### config.mk
export PLATFORM = sky130hd
export DESIGN_NAME = dumpoff_seq
export DESIGN_NICKNAME = d
export VERILOG_FILES = /design/src/rtl/dumpoff_pkg.sv /design/src/rtl/dumpoff_cnt.sv /design/src/rtl/dumpoff_seq.sv
export SDC_FILE = /design/constraint.sdc
export NUM_CORES = 1
export LEC_CHECK = 0
export CELL_PAD_IN_SITES_DETAIL_PLACEMENT = 1
export CELL_PAD_IN_SITES_GLOBAL_PLACEMENT = 1
export CORE_MARGIN = 1.5
export CORE_UTILIZATION = 30
export DETAILED_ROUTE_END_ITERATION = 10
export PLACE_DENSITY_LB_ADDON = 0.1
export REMOVE_ABC_BUFFERS = 1
export SYNTH_ARGS = -nofsm -noshare
export SYNTH_HDL_FRONTEND = slang
export SYNTH_SLANG_ARGS = --single-unit
### constraint.sdc
create_clock -name clk_sys -period 3.05 [get_ports clk_sys]
set_input_delay 0.305 -clock clk_sys [delete_from_list [all_inputs] [get_ports clk_sys]]
set_output_delay 0.305 -clock clk_sys [all_outputs]
set_load 0.02 [all_outputs]
### src/rtl/dumpoff_pkg.sv
// Shared definitions for the dump-off pulse sequencer: FSM state encoding,
// parameter defaults and round-robin channel selection helpers.
package dumpoff_pkg;

   localparam int DEF_N_CH  = 2;
   localparam int DEF_CNT_W = 16;

   // Widest supported channel mask; the helpers below work on this width
   // and the top zero-extends its own mask into it.
   localparam int MAX_CH = 8;

   typedef enum logic [1:0] {
      ST_IDLE  = 2'd0,
      ST_DELAY = 2'd1,
      ST_PULSE = 2'd2,
      ST_GAP   = 2'd3
   } dumpoff_state_t;

   // One-hot of the lowest set bit of mask (all zero for an empty mask).
   function automatic logic [MAX_CH-1:0] rr_first(input logic [MAX_CH-1:0] mask);
      logic [MAX_CH-1:0] res;
      res = '0;
      for (int i = MAX_CH - 1; i >= 0; i--) begin
         if (mask[i]) res = MAX_CH'(1) << i;
      end
      return res;
   endfunction

   // One-hot of the next set bit of mask strictly above the one-hot cur,
   // wrapping around; returns cur's own bit when it is the only one set.
   function automatic logic [MAX_CH-1:0] rr_next(input logic [MAX_CH-1:0] mask,
                                                 input logic [MAX_CH-1:0] cur);
      logic [MAX_CH-1:0] res;
      logic [2:0]        idx;
      logic [2:0]        pos;
      res = '0;
      idx = '0;
      for (int i = 0; i < MAX_CH; i++) begin
         if (cur[i]) idx = 3'(i);
      end
      // Walk from the farthest candidate to the nearest so the nearest wins.
      for (int k = MAX_CH; k >= 1; k--) begin
         pos = 3'(int'(idx) + k);
         if (mask[pos]) res = MAX_CH'(1) << pos;
      end
      return res;
   endfunction

endpackage

### src/rtl/dumpoff_cnt.sv
// Loadable down-counter shared by the delay, pulse-width and gap phases.
// It saturates at zero and reports both "zero" and "at most one".
module dumpoff_cnt #(
   parameter int CNT_W = 16
) (
   input  logic             i_clk,
   input  logic             i_rst,
   input  logic             i_load,
   input  logic [CNT_W-1:0] i_load_val,
   input  logic             i_dec,
   output logic             o_zero,
   output logic             o_last
);

   logic [CNT_W-1:0] r_cnt;

   // Load has priority over decrement; decrement never wraps below zero.
   always_ff @(posedge i_clk) begin
      if (i_rst) begin
         r_cnt <= '0;
      end else if (i_load) begin
         r_cnt <= i_load_val;
      end else if (i_dec && (r_cnt != '0)) begin
         r_cnt <= r_cnt - CNT_W'(1);
      end
   end

   assign o_zero = (r_cnt == '0);
   assign o_last = (r_cnt <= CNT_W'(1));

endmodule

### src/rtl/dumpoff_seq.sv
// Dump-off pulse sequencer. A rising edge on state_start launches a burst:
// a delay of D cycles, then R pulses of W cycles separated by G low cycles,
// driven on all enabled channels together or one channel per pulse in
// round-robin order. abort or rst stop a burst at once without done.
//
// Timing reference: t0 is the edge that accepts the start. The delay
// counter is loaded with D at t0 and the first pulse rises on the edge
// where it reads zero (t0+1+D). Width and gap counters are loaded with
// W / max(G,1) on the edge that enters the phase, and the phase ends on
// the edge where they read one, giving exactly W high and G low cycles.
module dumpoff_seq
   import dumpoff_pkg::*;
#(
   parameter int N_CH  = DEF_N_CH,
   parameter int CNT_W = DEF_CNT_W
) (
   input  logic             clk_sys,
   input  logic             rst,
   input  logic             state_start,
   input  logic             abort,
   input  logic [CNT_W-1:0] delay_cfg,
   input  logic [CNT_W-1:0] width_cfg,
   input  logic [CNT_W-1:0] gap_cfg,
   input  logic [7:0]       repeat_cfg,
   input  logic [N_CH-1:0]  ch_en,
   input  logic             rr_mode,
   output logic [N_CH-1:0]  dumpoff,
   output logic             busy,
   output logic             done,
   output dumpoff_state_t   dbg_state
);

   dumpoff_state_t   r_state;
   logic             r_prev_start;
   logic [N_CH-1:0]  r_dumpoff;
   logic             r_done;
   logic [CNT_W-1:0] r_width;
   logic [CNT_W-1:0] r_gap;
   logic [7:0]       r_left;
   logic [N_CH-1:0]  r_mask;
   logic             r_rr;
   logic [MAX_CH-1:0] r_rr_cur;

   logic              w_start;
   logic              w_cnt_load;
   logic [CNT_W-1:0]  w_cnt_val;
   logic              w_cnt_dec;
   logic              w_cnt_zero;
   logic              w_cnt_last;
   logic [MAX_CH-1:0] w_mask8;
   logic [MAX_CH-1:0] w_first;
   logic [MAX_CH-1:0] w_next;

   assign w_start = state_start & ~r_prev_start;
   assign w_mask8 = MAX_CH'(r_mask);
   assign w_first = rr_first(w_mask8);
   assign w_next  = rr_next(w_mask8, r_rr_cur);

   dumpoff_cnt #(
      .CNT_W(CNT_W)
   ) u_cnt (
      .i_clk      (clk_sys),
      .i_rst      (rst),
      .i_load     (w_cnt_load),
      .i_load_val (w_cnt_val),
      .i_dec      (w_cnt_dec),
      .o_zero     (w_cnt_zero),
      .o_last     (w_cnt_last)
   );

   // Counter control: load at each phase entry, otherwise count the phase down.
   always_comb begin
      w_cnt_load = 1'b0;
      w_cnt_val  = '0;
      w_cnt_dec  = 1'b0;
      case (r_state)
         ST_IDLE: begin
            if (w_start && !abort) begin
               w_cnt_load = 1'b1;
               w_cnt_val  = delay_cfg;
            end
         end
         ST_DELAY: begin
            if (w_cnt_zero) begin
               w_cnt_load = (r_width != '0);
               w_cnt_val  = r_width;
            end else begin
               w_cnt_dec = 1'b1;
            end
         end
         ST_PULSE: begin
            if (w_cnt_last) begin
               w_cnt_load = (r_left > 8'd1);
               w_cnt_val  = r_gap;
            end else begin
               w_cnt_dec = 1'b1;
            end
         end
         ST_GAP: begin
            if (w_cnt_last) begin
               w_cnt_load = 1'b1;
               w_cnt_val  = r_width;
            end else begin
               w_cnt_dec = 1'b1;
            end
         end
         default: begin
            w_cnt_load = 1'b0;
         end
      endcase
   end

   // Burst FSM with registered pulse and done outputs; abort beats everything but reset.
   always_ff @(posedge clk_sys) begin
      if (rst) begin
         r_state      <= ST_IDLE;
         r_prev_start <= 1'b1;
         r_dumpoff    <= '0;
         r_done       <= 1'b0;
         r_width      <= '0;
         r_gap        <= '0;
         r_left       <= '0;
         r_mask       <= '0;
         r_rr         <= 1'b0;
         r_rr_cur     <= '0;
      end else begin
         r_prev_start <= state_start;
         r_done       <= 1'b0;
         if (abort) begin
            r_state   <= ST_IDLE;
            r_dumpoff <= '0;
         end else begin
            case (r_state)
               ST_IDLE: begin
                  if (w_start) begin
                     r_width <= width_cfg;
                     r_gap   <= (gap_cfg == '0) ? CNT_W'(1) : gap_cfg;
                     r_left  <= (repeat_cfg == 8'd0) ? 8'd1 : repeat_cfg;
                     r_mask  <= ch_en;
                     r_rr    <= rr_mode;
                     r_state <= ST_DELAY;
                  end
               end
               ST_DELAY: begin
                  if (w_cnt_zero) begin
                     if (r_width == '0) begin
                        r_state <= ST_IDLE;
                        r_done  <= 1'b1;
                     end else begin
                        r_state   <= ST_PULSE;
                        r_rr_cur  <= w_first;
                        r_dumpoff <= r_rr ? w_first[N_CH-1:0] : r_mask;
                     end
                  end
               end
               ST_PULSE: begin
                  if (w_cnt_last) begin
                     r_dumpoff <= '0;
                     if (r_left <= 8'd1) begin
                        r_state <= ST_IDLE;
                        r_done  <= 1'b1;
                     end else begin
                        r_state <= ST_GAP;
                        r_left  <= r_left - 8'd1;
                     end
                  end
               end
               ST_GAP: begin
                  if (w_cnt_last) begin
                     r_state   <= ST_PULSE;
                     r_rr_cur  <= w_next;
                     r_dumpoff <= r_rr ? w_next[N_CH-1:0] : r_mask;
                  end
               end
               default: begin
                  r_state <= ST_IDLE;
               end
            endcase
         end
      end
   end

   assign dumpoff   = r_dumpoff;
   assign done      = r_done;
   assign busy      = (r_state != ST_IDLE);
   assign dbg_state = r_state;

endmodule

## Yosys cells after proc, flatten, opt, wreduce, memory -nomap -nowiden

Index checks and enable logic that the tools add are counted.

- Register bits after elaboration: 73
- Logic and storage cells: 151

- Add/subtract/negate cells: 10
- Order comparisons: 11
- Eq/ne operators: 9
- Shift operators: 8
- Muxes and demuxes: 77
- Bitwise logic cells: 3
- Reduce and logical (&&, ||, !) cells: 22

Operators by type and width:

| cell | number |
|---|---|
| 8-bit two-way mux | 16 |
| 16-bit two-way mux | 7 |
| 16-bit one-hot mux with 4 select lines | 1 |
| 1-bit by 3-bit << shifter with 8-bit output (first input constant) | 8 |
| 16-bit zero test | 3 |
| 3-bit by 4-bit < comparator with 1-bit output (second input constant) | 8 |
| 8-bit one-hot mux with 2 select lines | 2 |
| 16-bit nonzero test | 2 |
| 2-bit two-way mux | 13 |
| 1-bit binary-select mux with 3-bit select | 8 |
| 1-bit two-way mux | 19 |
| 3-bit two-way mux | 6 |
| 16-bit by 1-bit <= comparator with 1-bit output (second input constant) | 1 |
| 16-bit by 1-bit subtractor with 16-bit output (second input constant) | 1 |
| 5-bit AND reduction | 3 |
| 3-bit adder (second input constant) | 4 |
| 8-bit by 1-bit > comparator with 1-bit output (second input constant) | 1 |
| 8-bit by 1-bit <= comparator with 1-bit output (second input constant) | 1 |
| 8-bit zero test | 1 |
| 2-bit one-hot mux with 4 select lines | 1 |
| 2-bit nonzero test | 4 |
| 8-bit by 1-bit subtractor with 8-bit output (second input constant) | 1 |
| 3-bit by 1-bit adder with 3-bit output (second input constant) | 2 |
| 3-bit by 2-bit adder with 3-bit output (second input constant) | 2 |
| 16 further kinds | 25 |

## Depth between registers and ports, before layout

- Word-level depth: 21
- Depth in mapped cells: 12

## Modules after synthesis

A second synthesis with hierarchy kept.

- Cell total of the unflattened synthesis: 606
- Area, all modules: 4495.6 µm²

Modules (own cells, without submodules):

| module | instances | cells an instance | area an instance (µm²) |
|---|---|---|---|
| dumpoff_seq | 1 | 484 | 3497.1 |
| dumpoff_cnt | 1 | 122 | 998.5 |

## Worst setup path after synthesis

OpenSTA, ideal clock, no wires.

- Path kind: flip-flop to flip-flop
- Start point: register r_rr_cur[1]
- End point: register r_rr_cur[2]
- Library setup time: 91 ps
- Data arrival time: 2783 ps
- Data required time: 2959 ps
- Setup slack: 176 ps
- Cell stages (with the launch flop): 12
- Path buffers: 0
- Cells stage by stage: dfxtp_1 -> nor2b_1 -> o311a_2 -> nor2_1 -> inv_1 -> ha_1 -> nand2b_1 -> a21oi_4 -> mux2_4 -> a2111oi_2 -> o21ai_1 -> a311oi_1

- Word-level cells in the longest chain between the ends: 20

RTL lines:

| item | RTL line | text |
|---|---|---|
| start: declaration | dumpoff_seq.sv:42 | `logic [MAX_CH-1:0] r_rr_cur;` |
| start signal: assignment | dumpoff_seq.sv:151 | `r_rr_cur <= w_first;` |
| start signal: assignment | dumpoff_seq.sv:171 | `r_rr_cur <= w_next;` |
| 1-bit two-way mux (*) | dumpoff_pkg.sv:39 | `if (cur[i]) idx = 3'(i);` |
| 3-bit two-way mux (*) (6 in a row) | dumpoff_pkg.sv:39 |  |
| 3-bit by 1-bit adder with 3-bit output | dumpoff_pkg.sv:43 | `pos = 3'(int'(idx) + k);` |
| 1-bit binary-select mux with 3-bit select | dumpoff_pkg.sv:44 | `if (mask[pos]) res = MAX_CH'(1) << pos;` |
| 1-bit two-way mux (implied by the code) | dumpoff_pkg.sv:44 |  |
| 8-bit two-way mux (7 in a row) | dumpoff_pkg.sv:44 |  |
| 8-bit two-way mux (*) | dumpoff_pkg.sv:44 |  |
| 8-bit two-way mux (*) | dumpoff_seq.sv:169 | `if (w_cnt_last) begin` |
| 8-bit one-hot mux with 2 select lines (*) | dumpoff_seq.sv:133 | `case (r_state)` |

Every way passes the cells marked *; elsewhere a longest branch is shown, timed or not. The select of a mux whose other input is x is not followed.
A chain may end at the register's enable or synchronous reset.

## Worst setup path after layout

Same ends and word-level chain as after synthesis.

==> metrics.md <==
| Metric | Value |
|---|---|
| Main flop type after synthesis | `sky130_fd_sc_hd__dfxtp_1` |
| Signal arrival time at the worst endpoint | `3130 ps` |
| Final Util | `0.395` |
| Final std cells w/o fill | `867` |
| Total leakage power | `2.06 nW` |
| Slew of the pin with the lowest slew margin | `748 ps` |
| Detailed Route WL | `15.8 mm` |
| Post-synth EDFFs | `0` |
| Category of the most critical setup path | `flop to flop` |
| Part of the power in combinational logic | `0.165` |
| Drt first-iter violations | `292` |
| Pwr Total | `0.00250 W` |
| Share of total power in sequential cells | `0.398` |
| Dpl cells | `848` |
| Sw frac | `0.276` |
| Floorplan die width | `127 µm` |
| Largest area contributor in the synthesized netlist | `sky130_fd_sc_hd__dfxtp_1` |
| Root buffer cell | `sky130_fd_sc_hd__clkbuf_16` |
| End point of the critical path | `r_rr_cur[2]` |
| Number of antenna violations at the first check in global routing | `0` |
| Area Growth Syn to Fin | `28.6%` |
| Netlist area before placement | `4650 µm²` |
| Total routing usage reported by global routing | `0.204` |
| Number of distinct library cell variants in the gate-level netlist after synthesis | `87` |
| Yosys warning count | `0` |
| Synthesized flop and latch total | `72` |
| Synth cell count leaders | `sky130_fd_sc_hd__nand2_1, sky130_fd_sc_hd__dfxtp_1, sky130_fd_sc_hd__a21oi_1` |
| Cell area power density | `419 nW/µm²` |
| CP Capture Type | `flop` |
| Crit Reg-Reg Startpoint | `r_rr_cur[1]` |
| Final period demand of the worst path | `2880 ps` |
| Longest Clk Path Bufs | `2` |
| Clock network power share | `0.437` |
| Initial Util | `0.307` |
| I/O pin total | `69` |
| Launch point of the worst path | `r_rr_cur[1]` |
| DP Area | `5620 µm²` |
| Mean number of vias per cell | `5.46` |
| Setup slack of the most critical reg-to-reg path | `170 ps` |
| Fraction of layout instances using a drive strength above 1 | `0.138` |
| Total count of hold-check failures in the final report | `0` |
| Req. time, crit path | `3300 ps` |
| Post-route setup slack | `172 ps` |
| # fillers | `1835` |
| Post-route clock period utilization | `0.944` |
| Total clock buffers created by CTS | `9` |
| Remaining antenna violation count | `0` |
| Routability-driven placement congestion ratio | `0.843` |
| CP max FO | `3` |
| End of the worst register-to-register path | `r_rr_cur[2]` |
| Area of the core region | `15100 µm²` |
| Outcome | `finished, final reports clean` |
| Max-slew violation total from the final report | `0` |
| Worst-path clk slew | `60 ps` |
| Count leader, synth | `sky130_fd_sc_hd__nand2_1` |
| Gr ovfl total | `0` |
| Remaining routing DRC violations | `0` |
| Port bufs | `68` |
| Setup Slack @ Placement | `98.7 ps` |
| Timing-limited maximum frequency | `347 MHz` |
| Clock insertion delay at the later pin of the skew report | `340 ps` |
| Number of cells on the worst reg-to-reg path | `12` |
| Total iterations of the first detailed-routing run | `7` |
| Count of inserted antenna diode cells | `0` |
| Net count, final | `753` |
| Worst voltage drop across the vdd grid | `0.238 mV` |
| Most area-consuming cells after synthesis | `sky130_fd_sc_hd__dfxtp_1, sky130_fd_sc_hd__nand2_1, sky130_fd_sc_hd__a21oi_1, sky130_fd_sc_hd__ha_1, sky130_fd_sc_hd__nor2_1` |
| Total clock sinks | `72` |
| Proportion of netlist area held by the largest area contributor | `0.310` |
| Max capacitance violation total | `0` |
| Maximum number of pins on one net before global-route repair | `39` |
| Half-perimeter wire length after placement | `11.9 mm` |
| NetSw | `0.000691 W` |
| Via count of the first global-routing pass | `4934` |
| Row cnt | `45` |
| Setup Skew | `8.21 ps` |
| Class of the most critical hold timing path | `flop to flop` |
| CTS tree | `built` |
| Worst slew margin relative to its limit | `0.500` |
| Overall die height | `127 µm` |
| Register area share after synthesis | `0.310` |
| Global-route wire length before repair | `26.1 mm` |
| Routed wire length per instance | `18.2 µm` |
| Mean area per synthesized cell | `7.76 µm²` |
| Die Area | `16300 µm²` |
| Total setup violations reported at the end of the flow | `0` |
| Share of flip-flops with an asynchronous set or reset | `0` |
| Cell internal power dissipation | `0.00181 W` |
| Startpoint kind of the worst setup timing path | `flop` |
| Final Cell Area | `5980 µm²` |
| Post-synthesis instance total | `599` |
| Number of levels in the clock H-tree | `3` |
| DR vias | `4737` |
[flip-flops by register name (all words and copies together), names as in the netlist]
name	flops
r_rr	1
r_gap	16
r_mask	2
u_cnt.r_cnt	16
dumpoff	2
r_width	16
r_rr_cur	7
dbg_state	2
r_prev_start	1
done	1
r_left	8
[worst max-delay path: stages (launching register included)]
cell	delay (ps)
sky130_fd_sc_hd__dfxtp_1	350
sky130_fd_sc_hd__nor2b_1	220
sky130_fd_sc_hd__o311a_2	260
sky130_fd_sc_hd__nor2_4	50
sky130_fd_sc_hd__buf_4	160
sky130_fd_sc_hd__ha_1	200
sky130_fd_sc_hd__xnor2_1	150
sky130_fd_sc_hd__nand2b_1	180
sky130_fd_sc_hd__a21oi_4	150
sky130_fd_sc_hd__mux2_4	320
sky130_fd_sc_hd__a2111oi_2	370
sky130_fd_sc_hd__o21ai_1	140
sky130_fd_sc_hd__a311oi_1	260
[metrics by stage]
stage,hold WS (ps),TNS [ps]
after floorplan,367,-2860
after global placement,443,0
after detailed placement,449,0
after CTS,458,0
after global routing,479,-18.7
final,455,0
[per-layer routing]
layer,wire length (µm),GRT usage
met1,7220,0.258
met2,7740,0.356
met3,604,0.0398
met4,233,0.0521
met5,0,0
[cells by family (layout without fill, tap and decap cells)]
family,Yosys count,after routing,synth area share
fa+ha+maj,16,16,0.0431
simple gates,253,253,0.277
mux,7,7,0.0172
buf+inv,58,137,0.0530
compound gates,182,183,0.279
xor+xnor,11,11,0.0207
flops,72,72,0.310
[worst min-delay path by stage]
stage,from,endpoint,cells after the start
floorplan,rst,r_left[0],1
global placement,r_gap[11],r_gap[11],2
detailed placement,r_gap[11],r_gap[11],2
CTS,r_gap[11],r_gap[11],2
global route,r_gap[13],r_gap[13],2
finish,r_gap[11],r_gap[11],2
[what timing repair did]
item                       CTS  global route
buffers inserted             0             2
hold buffers                 0             0
setup endpoints to repair    0             5
gates resized for setup      0             8
[cell usage in the layout, fill, tap and decap left out, types with 10 or more instances in the layout]
master	instances
sky130_fd_sc_hd__ha_1	15
sky130_fd_sc_hd__nor2_1	47
sky130_fd_sc_hd__a21oi_1	63
sky130_fd_sc_hd__clkdlybuf4s50_1	67
sky130_fd_sc_hd__dfxtp_1	70
sky130_fd_sc_hd__nand2_1	111
sky130_fd_sc_hd__nor3_1	14
sky130_fd_sc_hd__buf_4	27
sky130_fd_sc_hd__nor4_1	13
sky130_fd_sc_hd__inv_1	24
sky130_fd_sc_hd__o21ai_0	24
sky130_fd_sc_hd__a211oi_1	10
sky130_fd_sc_hd__nand3_1	14
sky130_fd_sc_hd__a22oi_1	10
[layout make-up]
| cell class | instances | area, µm² | share of cell area |
|---|---|---|---|
| inverters | 25 | 93.8 | 0.0157 |
| clock buffers | 10 | 239 | 0.0400 |
| multi-input cells | 470 | 3000 | 0.502 |
| repair buffers | 96 | 898 | 0.150 |
| flip-flops and latches | 72 | 1440 | 0.241 |
| clock inverters | 6 | 67.6 | 0.0113 |
| well taps | 188 | 235 | 0.0393 |
[power groups by stage]
stage / clock (W) / combinational (W) / sequential, W
after floorplan: 0 / 0.000220 / 0.00101
after global placement: 0 / 0.000407 / 0.00102
after detailed placement: 0 / 0.000413 / 0.00102
after CTS: 0.00113 / 0.000416 / 0.000996
after global routing: 0.00116 / 0.000454 / 0.00100
final: 0.00109 / 0.000413 / 0.000996
No activity file was read; power rests on OpenSTA's default activity.
